[src/rtl/serial_sub.sv]
// serial_sub: LSB-first bit-serial subtractor d = a - b - bin; optional signed overflow flag under SERIAL_SUB_OVF_EN.
module serial_sub #(
  parameter int WIDTH = 4
) (
  input  logic             clk,
  input  logic             reset,
  input  logic             in_valid,
  output logic             in_ready,
  input  logic [WIDTH-1:0] a,
  input  logic [WIDTH-1:0] b,
  input  logic             bin,
  output logic             out_valid,
  input  logic             out_ready,
  output logic [WIDTH-1:0] d,
  output logic             bout
`ifdef SERIAL_SUB_OVF_EN
  ,
  output logic             ovf
`endif
);
  localparam int CW = $clog2(WIDTH) + 1;
  typedef enum logic [1:0] {IDLE, SHIFT, DONE} state_t;
  state_t state, state_n;
  logic [WIDTH-1:0] sa, sb;
  logic [CW-1:0] cnt;
  logic br, x, br_n, last;
`ifdef SERIAL_SUB_OVF_EN
  logic sd;
`endif
  assign in_ready  = (state == IDLE) && !reset;
  assign out_valid = state == DONE;
  always_comb begin
    x       = sa[0] ^ sb[0] ^ br;
    br_n    = (~sa[0] & sb[0]) | (~(sa[0] ^ sb[0]) & br);
    last    = cnt == CW'(WIDTH - 1);
    state_n = state == IDLE  ? (in_valid ? SHIFT : IDLE) :
              state == SHIFT ? (last ? DONE : SHIFT) :
                               (out_ready ? IDLE : DONE);
  end
  always_ff @(posedge clk) begin
    if (reset) begin
      state <= IDLE;
      sa    <= '0;
      sb    <= '0;
      br    <= 1'b0;
      cnt   <= '0;
      d     <= '0;
      bout  <= 1'b0;
`ifdef SERIAL_SUB_OVF_EN
      sd    <= 1'b0;
      ovf   <= 1'b0;
`endif
    end else begin
      state <= state_n;
      if (state == IDLE && in_valid) begin
        sa  <= a;
        sb  <= b;
        br  <= bin;
        cnt <= '0;
`ifdef SERIAL_SUB_OVF_EN
        sd  <= a[WIDTH-1] ^ b[WIDTH-1];
`endif
      end
      if (state == SHIFT) begin
        sa  <= sa >> 1;
        sb  <= sb >> 1;
        br  <= br_n;
        d   <= {x, d[WIDTH-1:1]};
        cnt <= cnt + 1'b1;
        if (last) begin
          bout <= br_n;
`ifdef SERIAL_SUB_OVF_EN
          // in the last cycle sa[0] is the minuend sign and x the result sign
          ovf  <= sd & (sa[0] ^ x);
`endif
        end
      end
    end
  end
endmodule
[config.mk]
export PLATFORM = sky130hd
export DESIGN_NAME = serial_sub
export DESIGN_NICKNAME = d
export VERILOG_FILES = /design/src/rtl/serial_sub.sv
export SDC_FILE = /design/constraint.sdc
export NUM_CORES = 1
export LEC_CHECK = 0
export CORE_UTILIZATION = 63
export CTS_CLUSTER_DIAMETER = 50
export CTS_CLUSTER_SIZE = 8
export DETAILED_ROUTE_END_ITERATION = 16
export DONT_BUFFER_PORTS = 1
export PLACE_DENSITY = 0.85
export SYNTH_ARGS = -nofsm -noshare
export SYNTH_HDL_FRONTEND = slang
export SYNTH_SLANG_ARGS = --single-unit
[constraint.sdc]
create_clock -name clk -period 2.27 [get_ports clk]
set_input_delay 0.227 -clock clk [delete_from_list [all_inputs] [get_ports clk]]
set_output_delay 0.227 -clock clk [all_outputs]
set_load 0.02 [all_outputs]
Yosys cells after proc, flatten, opt, wreduce, memory -nomap -nowiden
Index checks and enable logic that the tools add are counted.
{ "totals": {"in_bits": 13, "output_inout_bits": 7, "wordCells": 40, "reg_bits": 19} }
{ "classes": {"n_addsub": 1, "n_eq_ne": 3, "n_reduce_logical": 7, "mux": 13, "bitwise_logic": 7} }
{ "ops": {"columns": ["op", "n"], "rows": [
  ["3-bit 2-to-1 mux", 6],
  ["2-bit 2-to-1 mux", 4],
  ["3-bit by 1-bit adder with 3-bit output (second input constant)", 1],
  ["3-bit by 2-bit == test with 1-bit output (second input constant)", 1],
  ["1-bit 2-to-1 mux", 3],
  ["1-bit bitwise AND", 2],
  ["2-bit by 1-bit == test with 1-bit output (second input constant)", 1],
  ["2-bit == test (second input constant)", 1],
  ["1-bit logical AND", 2],
  ["2-bit zero test", 1],
  ["1-bit inverter", 2],
  ["2-bit AND reduction", 1],
  ["2-bit nonzero test", 1],
  ["2-bit OR reduction", 1],
  ["1-bit XOR", 2],
  ["1-bit zero test", 1],
  ["1-bit bitwise OR", 1]
]} }

Logic depth before layout (Yosys ltp)
Gate-level depths: netlist of run 1.
{ "logic_depth": {"ltp_word": 5, "depth_mapped": 5, "depth_no_buf": 5} }

Least setup slack after synthesis of run 1
Ideal clock, no wire load.
{ "synth_path": {"path_kind": "register to output", "start": "reg state[0]", "end": "out in_ready", "arrival_ns": 1.024, "required_ns": 2.043, "setup_slack_ns": 1.019, "stages_incl_launch_ff": 3, "path_cell_list": "dfxtp_1 > buf_4 > nor3_1"} }
{ "synth_via": {"elab_chain_cells": 2} }
{ "synth_rtl": {"columns": ["item", "line", "source"], "rows": [
  ["start, declared", "23", "state_t state, state_n;"],
  ["start signal, assigned", "54", "state <= state_n;"],
  ["2-bit zero test", "30", "assign in_ready = (state == IDLE) && !reset;"],
  ["1-bit logical AND", "30", null],
  ["end, declared", "8", "output logic in_ready,"]
]} }
Every way passes these cells.

Worst setup path in the final report of run 1
Ends and elaborated chain as after synthesis.

==> summary.txt, run 1 <==
Outcome
  – Outcome: complete, no violations

Job
  – Max Cap Viol: 0

Floorplanning
  – Die Wd: 39.2 um
  – Num ports: 20
  – Site row count: 13
  – CORE AREA: 0.00130 mm2
  – Starting Density: 0.670
  – DIE AREA: approximately 0.0015 mm2
  – Die H: 39.2 um

Synthesis
  – Top cells by area, synth: dfxtp_1 44%, mux2i_1 14%, nor2_1 7.3%
  – Distinct cell type count after synthesis: 22
  – Synth Instances: 85
  – Post-synth net total: 101
  – Yosys top cell area share: 0.436
  – Average cell area after synthesis: between 10 and 15 um2
  – Register area share after synthesis: 0.436
  – Synth Cell Area: 872 um2
  – #FFs+latches synth: 19
  – Leading area contributor after synthesis: dfxtp_1
  – Synth Warn #: 0

CTS
  – H-tree depth: 1
  – Clock Pin Slew Worst Setup and Hold Paths: 100 ps
  – Clk buf depth: 2
  – CTS tree: done
  – Worst-skew pair later-pin latency: 290 ps
  – Clk sinks: 19
  – Hold Buf Count CTS: 1
  – Postcts setup bufs: 0
  – Number of buffers created by CTS: 3
  – Resize count post-CTS: 0
  – Root Driver: clkbuf_4

Worst setup path
  – Kind of cell adding the most delay to the critical path: simple AND/OR/NAND/NOR gates
  – Critical path peak fanout: 14
  – Critical path, cell by cell: nor3_1
  – CP startpoint kind: register
  – Slowest cell on the critical path: nor3_1
  – CP peak stage delay: 620 ps
  – Required @ worst endpoint: between 2000 and 2500 ps
  – Critical Path AT: 1410 ps
  – Critical path class: register to primary output
  – Reg2reg setup slack: 700 ps
  – Endpoint class of the critical path: primary output
  – CP bufs+invs: 0

Cells and area
  – Share of layout cells above drive strength 1: 0.0941
  – Post-layout nets: 102
  – Area Growth Syn to Fin: 1.87%
  – Util after Layout: 0.683
  – # diodes: 0

STA
  – Period utilization: 0.721
  – Slew headroom: 0.558
  – Clk_skew: 3.32 ps
  – Final setup violating endpoints: 0
  – Tmin final: 1640 ps
  – Final Hold Vio Count: 0
  – Setup ws final: 632 ps
  – Final TNS setup: 0 ps
  – Slew Limit Fails: 0
  – Max Freq: between 600 and 700 MHz
  – RSZ-0062 raised after global routing: no
  – Least-Margin Pin Slew: 661 ps

Power and ir drop
  – Tot Pwr: 0.611 mW
  – Leakage: 0.350 nW
  – VDD IR max: ~0.48 mV
  – Pwr Density: 687 mW/mm2

Place
  – PortBufs: 0
  – DP Worst Slack: 728 ps
  – RD Place Congestion: 0.699
  – Final HPWL DP: 948 um

Global routing
  – Pin count of the biggest net entering global routing: 19
  – GR Util All Layers: 0.199
  – First-pass GRT wire length: 1990 um
  – Number of global-route vias before repair: between 400 and 500
  – Initial antenna violation count: 0
  – Grt total ovfl: 0

Drt
  – Remaining DRCs: 0
  – Drt pass-1 iters: 2
  – Routed wire per std cell: ~13 um
  – Initial DRC count: 4
  – Routed WL: 1320 um
  – Vias: 564
  – Via/cell ratio: 5.64
  – Routed Antenna Nets: 0

Min path
  – HP Class: primary input to register
## cells in the final DEF (no fill, tap or decap)
cell	netlist	routed
dfxtp_1	19	19
nor2_1	17	17
mux2i_1	12	12
a211oi_1	6	6
inv_1	5	5
a22oi_1	4	4
clkbuf_4	0	3
nor3_1	2	2
nor2b_1	2	2
ha_1	2	2
dlygate4sd3_1	0	2
o21ba_4	1	1
o21bai_1	1	1
nor3b_1	1	1
nor2b_4	1	1
nor4b_1	1	1
a2111oi_2	1	1
a21oi_1	1	1
a21oi_2	1	1
a311oi_2	1	1
fa_1	1	1
clkbuf_1	2	1
## kinds of logic (layout without fill, tap and decap cells)
logic type,count (synthesis),after routing,share of synthesized area
muxes,12,12,0.138
buffers and inverters,11,11,0.0775
AOI/OAI and AO/OA,16,16,0.164
and+or+nand+nor,24,24,0.133
DFF,19,19,0.436
adders and majority gates,3,3,0.0516
## flip-flops by register name, indices dropped and copies added, names as in the netlist
signal  cells
bout        1
br          1
cnt         3
d           4
sa          4
sb          4
state       2
## final cells by class
| class | count | area, um2 |
|---|---|---|
| fill | 102 | 413 |
| multi-input combinational | 55 | 424 |
| clock buffer | 4 | 26.3 |
| tap | 15 | 18.8 |
| inverter | 5 | 18.8 |
| sequential | 19 | 380 |
| timing repair buffer | 2 | 20.0 |
## power by group
| part | total (mW) | internal [mW] | switching, mW |
|---|---|---|---|
| sequential | 0.373 | 0.352 | 0.0206 |
| combinational | 0.0740 | 0.0362 | 0.0378 |
| clock | 0.164 | 0.0683 | 0.0953 |
| total | 0.611 | 0.457 | 0.154 |
## cell usage after synthesis
master,count
nor2b_1,2
nor2b_4,1
nor4b_1,1
ha_1,2
a311oi_2,1
buf_4,1
o21ba_4,1
buf_6,3
mux2i_1,12
o21bai_1,1
a211oi_1,6
nor2_1,17
inv_1,5
nor3b_1,1
clkbuf_1,2
dfxtp_1,19
a2111oi_2,1
fa_1,1
a22oi_1,4
a21oi_1,1
a21oi_2,1
nor3_1,2
## per-stage QoR
| stage | instances | area [um2] | hold WS, ps |
|---|---|---|---|
| 4_1_cts | 99 | 878 | 2.13 |
| 5_1_grt | 100 | 888 | 87.4 |
| 3_5_place_dp | 94 | 842 | 298 |
| 3_3_place_gp | 94 | 842 | 297 |
| 6_report | 100 | 888 | 87.3 |
| 2_1_floorplan | 85 | 872 | 375 |
## routing by layer
layer,global-route usage,up-vias,share of wire
met2,0.292,13,0.46
met5,0,-,0
met1,0.242,252,0.47
met4,0.155,0,0.0091
li1,-,297,-
met3,0.0520,2,0.060
## final timing paths
| path | to | cells after the start | start |
|---|---|---|---|
| setup / recovery | in_ready | 1 | state[0] |
| hold / removal | sb[3] | 2 | b[3] |
| setup reg to reg | bout | 3 | state[0] |
| hold reg to reg | sb[1] | 2 | sb[1] |
Power figures use the tool's default switching activity.
==> run 2, diff against run 1 <==
--- a/config.mk
+++ b/config.mk
@@ -5,12 +5,12 @@
 export SDC_FILE = /design/constraint.sdc
 export NUM_CORES = 1
 export LEC_CHECK = 0
-export CORE_UTILIZATION = 63
+export CORE_UTILIZATION = 53
 export CTS_CLUSTER_DIAMETER = 50
 export CTS_CLUSTER_SIZE = 8
 export DETAILED_ROUTE_END_ITERATION = 16
 export DONT_BUFFER_PORTS = 1
-export PLACE_DENSITY = 0.85
+export PLACE_DENSITY = 0.77
 export SYNTH_ARGS = -nofsm -noshare
 export SYNTH_HDL_FRONTEND = slang
 export SYNTH_SLANG_ARGS = --single-unit
==> constraint.sdc (replaced) <==
create_clock -name clk -period 1.37 [get_ports clk]
set_input_delay 0.137 -clock clk [delete_from_list [all_inputs] [get_ports clk]]
set_output_delay 0.137 -clock clk [all_outputs]
set_load 0.02 [all_outputs]
==> run 2 against run 1 <==
Net effect:
- die area up 18%
- clock skew grew 1.4 ps
- core utilization decreased by 6.9 points
- critical path depth up 2
- global-route usage is 0.14 points lower
- cell count increased by 4.0%
- routed wire length grew 18%
- via count rose by 6.9%
- combinational power is 99% higher
- clock power is 71% higher
- first-iteration DRC count is 100% higher
==> summary.txt, run 2 (synthesis gave the netlist of run 1 again) <==
Drt
  – Routed wire per std cell: 14.9 um
  – Drt pass-1 iters: 4
  – Vias: 603
  – Routed Antenna Nets: 0
  – Via/cell ratio: 5.80
  – Remaining DRCs: 0
  – Routed WL: 1550 um
  – Initial DRC count: 8

Place
  – RD Place Congestion: roughly 0.66
  – Placed cell area: 858 um2
  – Final HPWL DP: 971 um
  – PortBufs: 0
  – DP Cell Count: 97

Job
  – Max Cap Viol: 0

STA
  – Slew Limit Fails: 0
  – Period utilization: 0.969
  – Tmin final: 1330 ps
  – Slew headroom: 0.502
  – RSZ-0062 raised after global routing: no
  – Max Freq: 753 MHz
  – WHS: 33.0 ps
  – Clk_skew: 4.76 ps
  – Final Hold Vio Count: 0
  – Least-Margin Pin Slew: 745 ps
  – Final setup violating endpoints: 0
  – Final TNS setup: 0 ps

Power and ir drop
  – VDD IR max: 0.722 mV
  – Switching Share: 0.261
  – Internal power: 0.768 mW
  – Seq pwr share: 0.589
  – Pwr Density: 1110 mW/mm2
  – Clock power frac: 0.270
  – NetSw: 0.271 mW
  – Leakage: 0.368 nW
  – Comb power frac: 0.141

CTS
  – H-tree depth: 1
  – Clock Pin Slew Worst Setup and Hold Paths: 100 ps
  – Worst-skew pair later-pin latency: about 300 ps
  – Clk sinks: 19
  – Postcts setup bufs: 0
  – Clk buf depth: 2
  – Root Driver: clkbuf_4
  – Number of buffers created by CTS: 3
  – CTS tree: done

Cells and area
  – Area Growth Syn to Fin: 7.17%
  – Final Non-Filler Cells: 104
  – Post-layout nets: 105
  – # diodes: 0
  – Top flop regs: d: 4 flops, sa: 4 flops, sb: 4 flops
  – Most frequent cells in the layout: 17 x nor2_1, 17 x dfxtp_1, 12 x mux2i_1
  – Share of layout cells above drive strength 1: 0.159
  – Design area: 935 um2

Global routing
  – Initial antenna violation count: 0
  – First-pass GRT wire length: 2550 um
  – GR Util All Layers: 0.198
  – Grt total ovfl: 0
  – Pin count of the biggest net entering global routing: 20
  – Number of global-route vias before repair: 594

Floorplanning
  – Die H: about 43 um
  – Site row count: 14
  – CORE AREA: 0.00152 mm2
  – Starting Density: 0.572
  – Num ports: 20
  – DIE AREA: 0.00181 mm2
  – Die Wd: around 43 um

Worst setup path
  – Critical Path AT: 1190 ps
  – Endpoint class of the critical path: primary output
  – Slowest cell on the critical path: dfxtp_2
  – CP startpoint kind: register
  – Critical path class: register to primary output
  – Critical path, cell by cell: buf_6 > nor3_4 > buf_4
  – Critical path peak fanout: 11
  – CP peak stage delay: 350 ps
  – Required @ worst endpoint: between 1000 and 1500 ps

Outcome
  – Outcome: complete, no violations

Min path
  – HP Class: primary input to register
run 2: area by class of cell:
type | count | area (um2)
fillers | 132 | 589
repair buffers | 5 | 48.8
multi-input cells | 55 | 438
inverters | 5 | 18.8
clock buffers | 4 | 26.3
flip-flops and latches | 19 | 383
well taps | 16 | 20.0
run 2: final timing paths:
kind | from | endpoint | slack (ps) | depth (start not counted)
worst min-delay path | in_valid | state[0] | 30 | 2
worst max register to register | sb[0] | br | 150 | 3
worst min register to register | sa[1] | sa[1] | 500 | 2
worst max-delay path | state[0] | in_ready | 40 | 3
run 2: metrics by stage:
step / worst slack, ps / utilization / total power [mW]
2_1_floorplan: 208 / - / 0.741
3_3_place_gp: 192 / 0.563 / 0.742
3_5_place_dp: 163 / 0.563 / 0.749
4_1_cts: 1.42 / 0.609 / 1.04
5_1_grt: 2.60 / 0.613 / 1.09
6_report: 42.7 / 0.613 / 1.04
run 2: what timing repair did:
| action | 4_1_cts | 5_1_grt |
|---|---|---|
| hold endpoints to repair | 19 | 0 |
| gates resized for setup | 3 | 3 |
| hold buffers | 3 | 0 |
| endpoints found under the setup margin | 2 | 3 |
run 2: power groups by stage:
stage | Sequential, mW | Clock (mW) | Combinational [mW]
after floorplan | 0.619 | 0 | 0.122
after global placement | 0.622 | 0 | 0.120
after detailed placement | 0.623 | 0 | 0.126
after CTS | 0.610 | 0.290 | 0.145
after global routing | 0.615 | 0.309 | 0.162
final | 0.611 | 0.281 | 0.147
run 2: per-layer routing:
layer	track usage	vias to the layer above	share of wire
met5	0	-	0
met4	0.0938	0	0.017
met3	0.0862	5	0.057
met2	0.348	17	0.52
met1	0.197	277	0.41
li1	-	304	-
run 2: worst max-delay path, delay by kind of cell (launching register included):
family,cells,cell delay [ps]
flip-flops,1,350
buffers and inverters,2,330
AND/OR/NAND/NOR,1,210
==> run 3, diff against run 2 <==
--- a/config.mk
+++ b/config.mk
@@ -5,11 +5,13 @@
 export SDC_FILE = /design/constraint.sdc
 export NUM_CORES = 1
 export LEC_CHECK = 0
+export ABC_AREA = 1
 export CORE_UTILIZATION = 53
 export CTS_CLUSTER_DIAMETER = 50
 export CTS_CLUSTER_SIZE = 8
 export DETAILED_ROUTE_END_ITERATION = 16
 export DONT_BUFFER_PORTS = 1
+export GPL_TIMING_DRIVEN = 0
 export PLACE_DENSITY = 0.77
 export SYNTH_ARGS = -nofsm -noshare
 export SYNTH_HDL_FRONTEND = slang
==> run 3 against run 2 <==
Net effect:
- design area increased by 6.4%
- hold slack improved by 14 ps
- critical path depth decreased by 1
- cell count increased by 45%
- combinational power increased by 69%
- largest power group unchanged
==> summary.txt, run 3 <==
Worst setup path
  – FF-to-FF path depth: 4
  – CP peak stage delay: 430 ps
  – Slowest cell on the critical path: dfxtp_1
  – Worst r2r src: cnt[0]
  – Critical path peak fanout: 3
  – Critical path class: register to primary output
  – Critical Path AT: 1130 ps
  – Setup crit start: state[1]
  – Reg2reg setup slack: 180 ps
  – Critical path, cell by cell: inv_1 > nor2_2
  – CP startpoint kind: register
  – Required @ worst endpoint: approximately 1200 ps
  – Endpoint class of the critical path: primary output
  – Crit Reg-Reg Endpoint: cnt[2]

Min path
  – Hold depth: 4
  – Hold Path Origin: a[2]
  – HP Class: primary input to register
  – Hold Path End: sa[2]

Power and ir drop
  – Pwr Density: 1190 mW/mm2
  – VDD IR max: 0.772 mV
  – Leakage: 0.462 nW
  – Tot Pwr: 1.19 mW

Synthesis
  – Yosys top cell area share: 0.421
  – Post-synth net total: 144
  – Synth Instances: 128
  – Synth Warn #: 0
  – Synth Cell Area: 903 um2
  – Leading area contributor after synthesis: dfxtp_1
  – Most frequent cell after synthesis: nand2_1
  – Synth cell count leaders: 35 x nand2_1, 27 x nor2_1, 19 x dfxtp_1, 15 x inv_1, 8 x a21oi_1
  – Register area share after synthesis: 0.421
  – Average cell area after synthesis: 7.06 um2
  – Synth Flop Type: dfxtp_1
  – Async set or reset register ratio after synthesis: 0
  – Distinct cell type count after synthesis: 17
  – EDFF count, synth: 0
  – Top cells by area, synth: dfxtp_1 42%, nand2_1 15%, nor2_1 11%
  – #FFs+latches synth: 19

STA
  – Final setup violating endpoints: 0
  – Period utilization: 0.926
  – Tmin final: between 1000 and 1500 ps
  – Final Hold Vio Count: 0
  – Final TNS setup: 0 ps
  – Slew Limit Fails: 0
  – Slew headroom: 0.829
  – Clk_skew: 15.0 ps
  – Max Freq: around 790 MHz
  – Least-Margin Pin Slew: 256 ps
  – RSZ-0062 raised after global routing: no

Global routing
  – First-pass GRT wire length: 2700 um
  – Grt met2 use: 0.337
  – Pin count of the biggest net entering global routing: 12
  – Initial antenna violation count: 0
  – GR Util All Layers: 0.201
  – Number of global-route vias before repair: 683
  – Global routing's busiest layer: met2
  – Met3 Usage GRT: 0.0766
  – Met1 GRT Util: 0.222
  – Grt total ovfl: 0

Outcome
  – Outcome: complete, no violations

Drt
  – Vias: 766
  – Initial DRC count: 9
  – Drt pass-1 iters: 4
  – Remaining DRCs: 0
  – Routed WL: 1590 um
  – Routed Antenna Nets: 0
  – Via/cell ratio: about 5.1
  – Routed wire per std cell: around 11 um

Floorplanning
  – Site row count: 14
  – Num ports: 20
  – DIE AREA: 0.00187 mm2
  – Starting Density: 0.586
  – CORE AREA: 0.00154 mm2
  – Die Wd: approximately 43 um
  – Die H: 43.3 um

CTS
  – Postcts setup bufs: 0
  – Clock Pin Slew Worst Setup and Hold Paths: ~120 ps
  – Number of buffers created by CTS: 3
  – H-tree depth: 1
  – CTS tree: done
  – Worst-skew pair later-pin latency: 310 ps
  – Clk buf depth: 2
  – Root Driver: clkbuf_4
  – Clk sinks: 19

Place
  – Final HPWL DP: 1160 um
  – RD Place Congestion: between 0.7 and 0.8
  – PortBufs: 0

Cells and area
  – Post-layout nets: 152
  – Most common cell after layout, fill and taps aside: nand2_1
  – FILL cells: 144
  – Share of layout cells above drive strength 1: 0.133
  – Top flop regs: d: 4 flops, sa: 4 flops, sb: 4 flops
  – Most frequent cells in the layout: 35 x nand2_1, 24 x nor2_1, 18 x dfxtp_1
  – # diodes: 0
  – Area Growth Syn to Fin: 10.1%

Job
  – Max Cap Viol: 0
run 3: changes by cell type after synthesis, moves of 4 or more:
cell	before	now
a211oi_1	6	0
a21oi_1	1	8
a22oi_1	4	0
inv_1	5	15
mux2i_1	12	0
nand2_1	0	35
nor2_1	17	27
o21ai_0	0	7
run 3: power breakdown:
group          internal [mW]  leakage (nW)  switching, mW
registers              0.602         0.156         0.0492
clock network          0.109        0.0177          0.178
logic                 0.0957         0.288          0.152
total                  0.807         0.462          0.379
run 3: critical path, delay by kind of cell (launching register included):
kind / cells / cell delay (ps)
buf+inv: 1 / 150
flops: 1 / 430
simple gates: 1 / 240
run 3: timing repair:
action,in CTS,in global routing
setup endpoints to repair,1,2
resized for setup,1,4
hold buffers,3,0
endpoints found under the hold margin,3,0
run 3: layer usage:
layer  part of all wire  vias up
li1                   -      409
met1               0.43      338
met2               0.51       14
met3              0.041        5
met4              0.018        0
met5                  0        -
run 3: kinds of logic after synthesis:
group | count (synthesis) | share of synthesized area
adders and majority gates | 3 | 0.0499
DFF | 19 | 0.421
buffers and inverters | 20 | 0.102
AOI/OAI and AO/OA | 18 | 0.121
and+or+nand+nor | 68 | 0.306
run 3: final cells by class:
class,count,area [um2],share of cell area
multi-input cells,89,443,0.445
clock inverters,1,5.00,0.00503
inverters,16,60.1,0.0604
repair buffers,3,30.0,0.0302
clock buffers,3,22.5,0.0226
flip-flops and latches,19,382,0.384
well taps,16,20.0,0.0201
plain buffers,4,32.5,0.0327
run 3: worst max path at each step:
stage	end	slack, ps
floorplan	cnt[2]	250
global placement	cnt[2]	230
detailed placement	cnt[2]	200
CTS	in_ready	0.7
global route	out_valid	40
finish	out_valid	100
run 3: per-stage QoR:
stage	area [um2]	worst slack, ps	hold slack, ps	util	std cells
floorplan	903	248	225	-	128
global placement	923	227	226	0.599	144
detailed placement	923	198	235	0.599	144
CTS	983	0.744	40.0	0.638	151
global route	995	35.8	49.8	0.645	151
finish	995	101	46.9	0.645	151
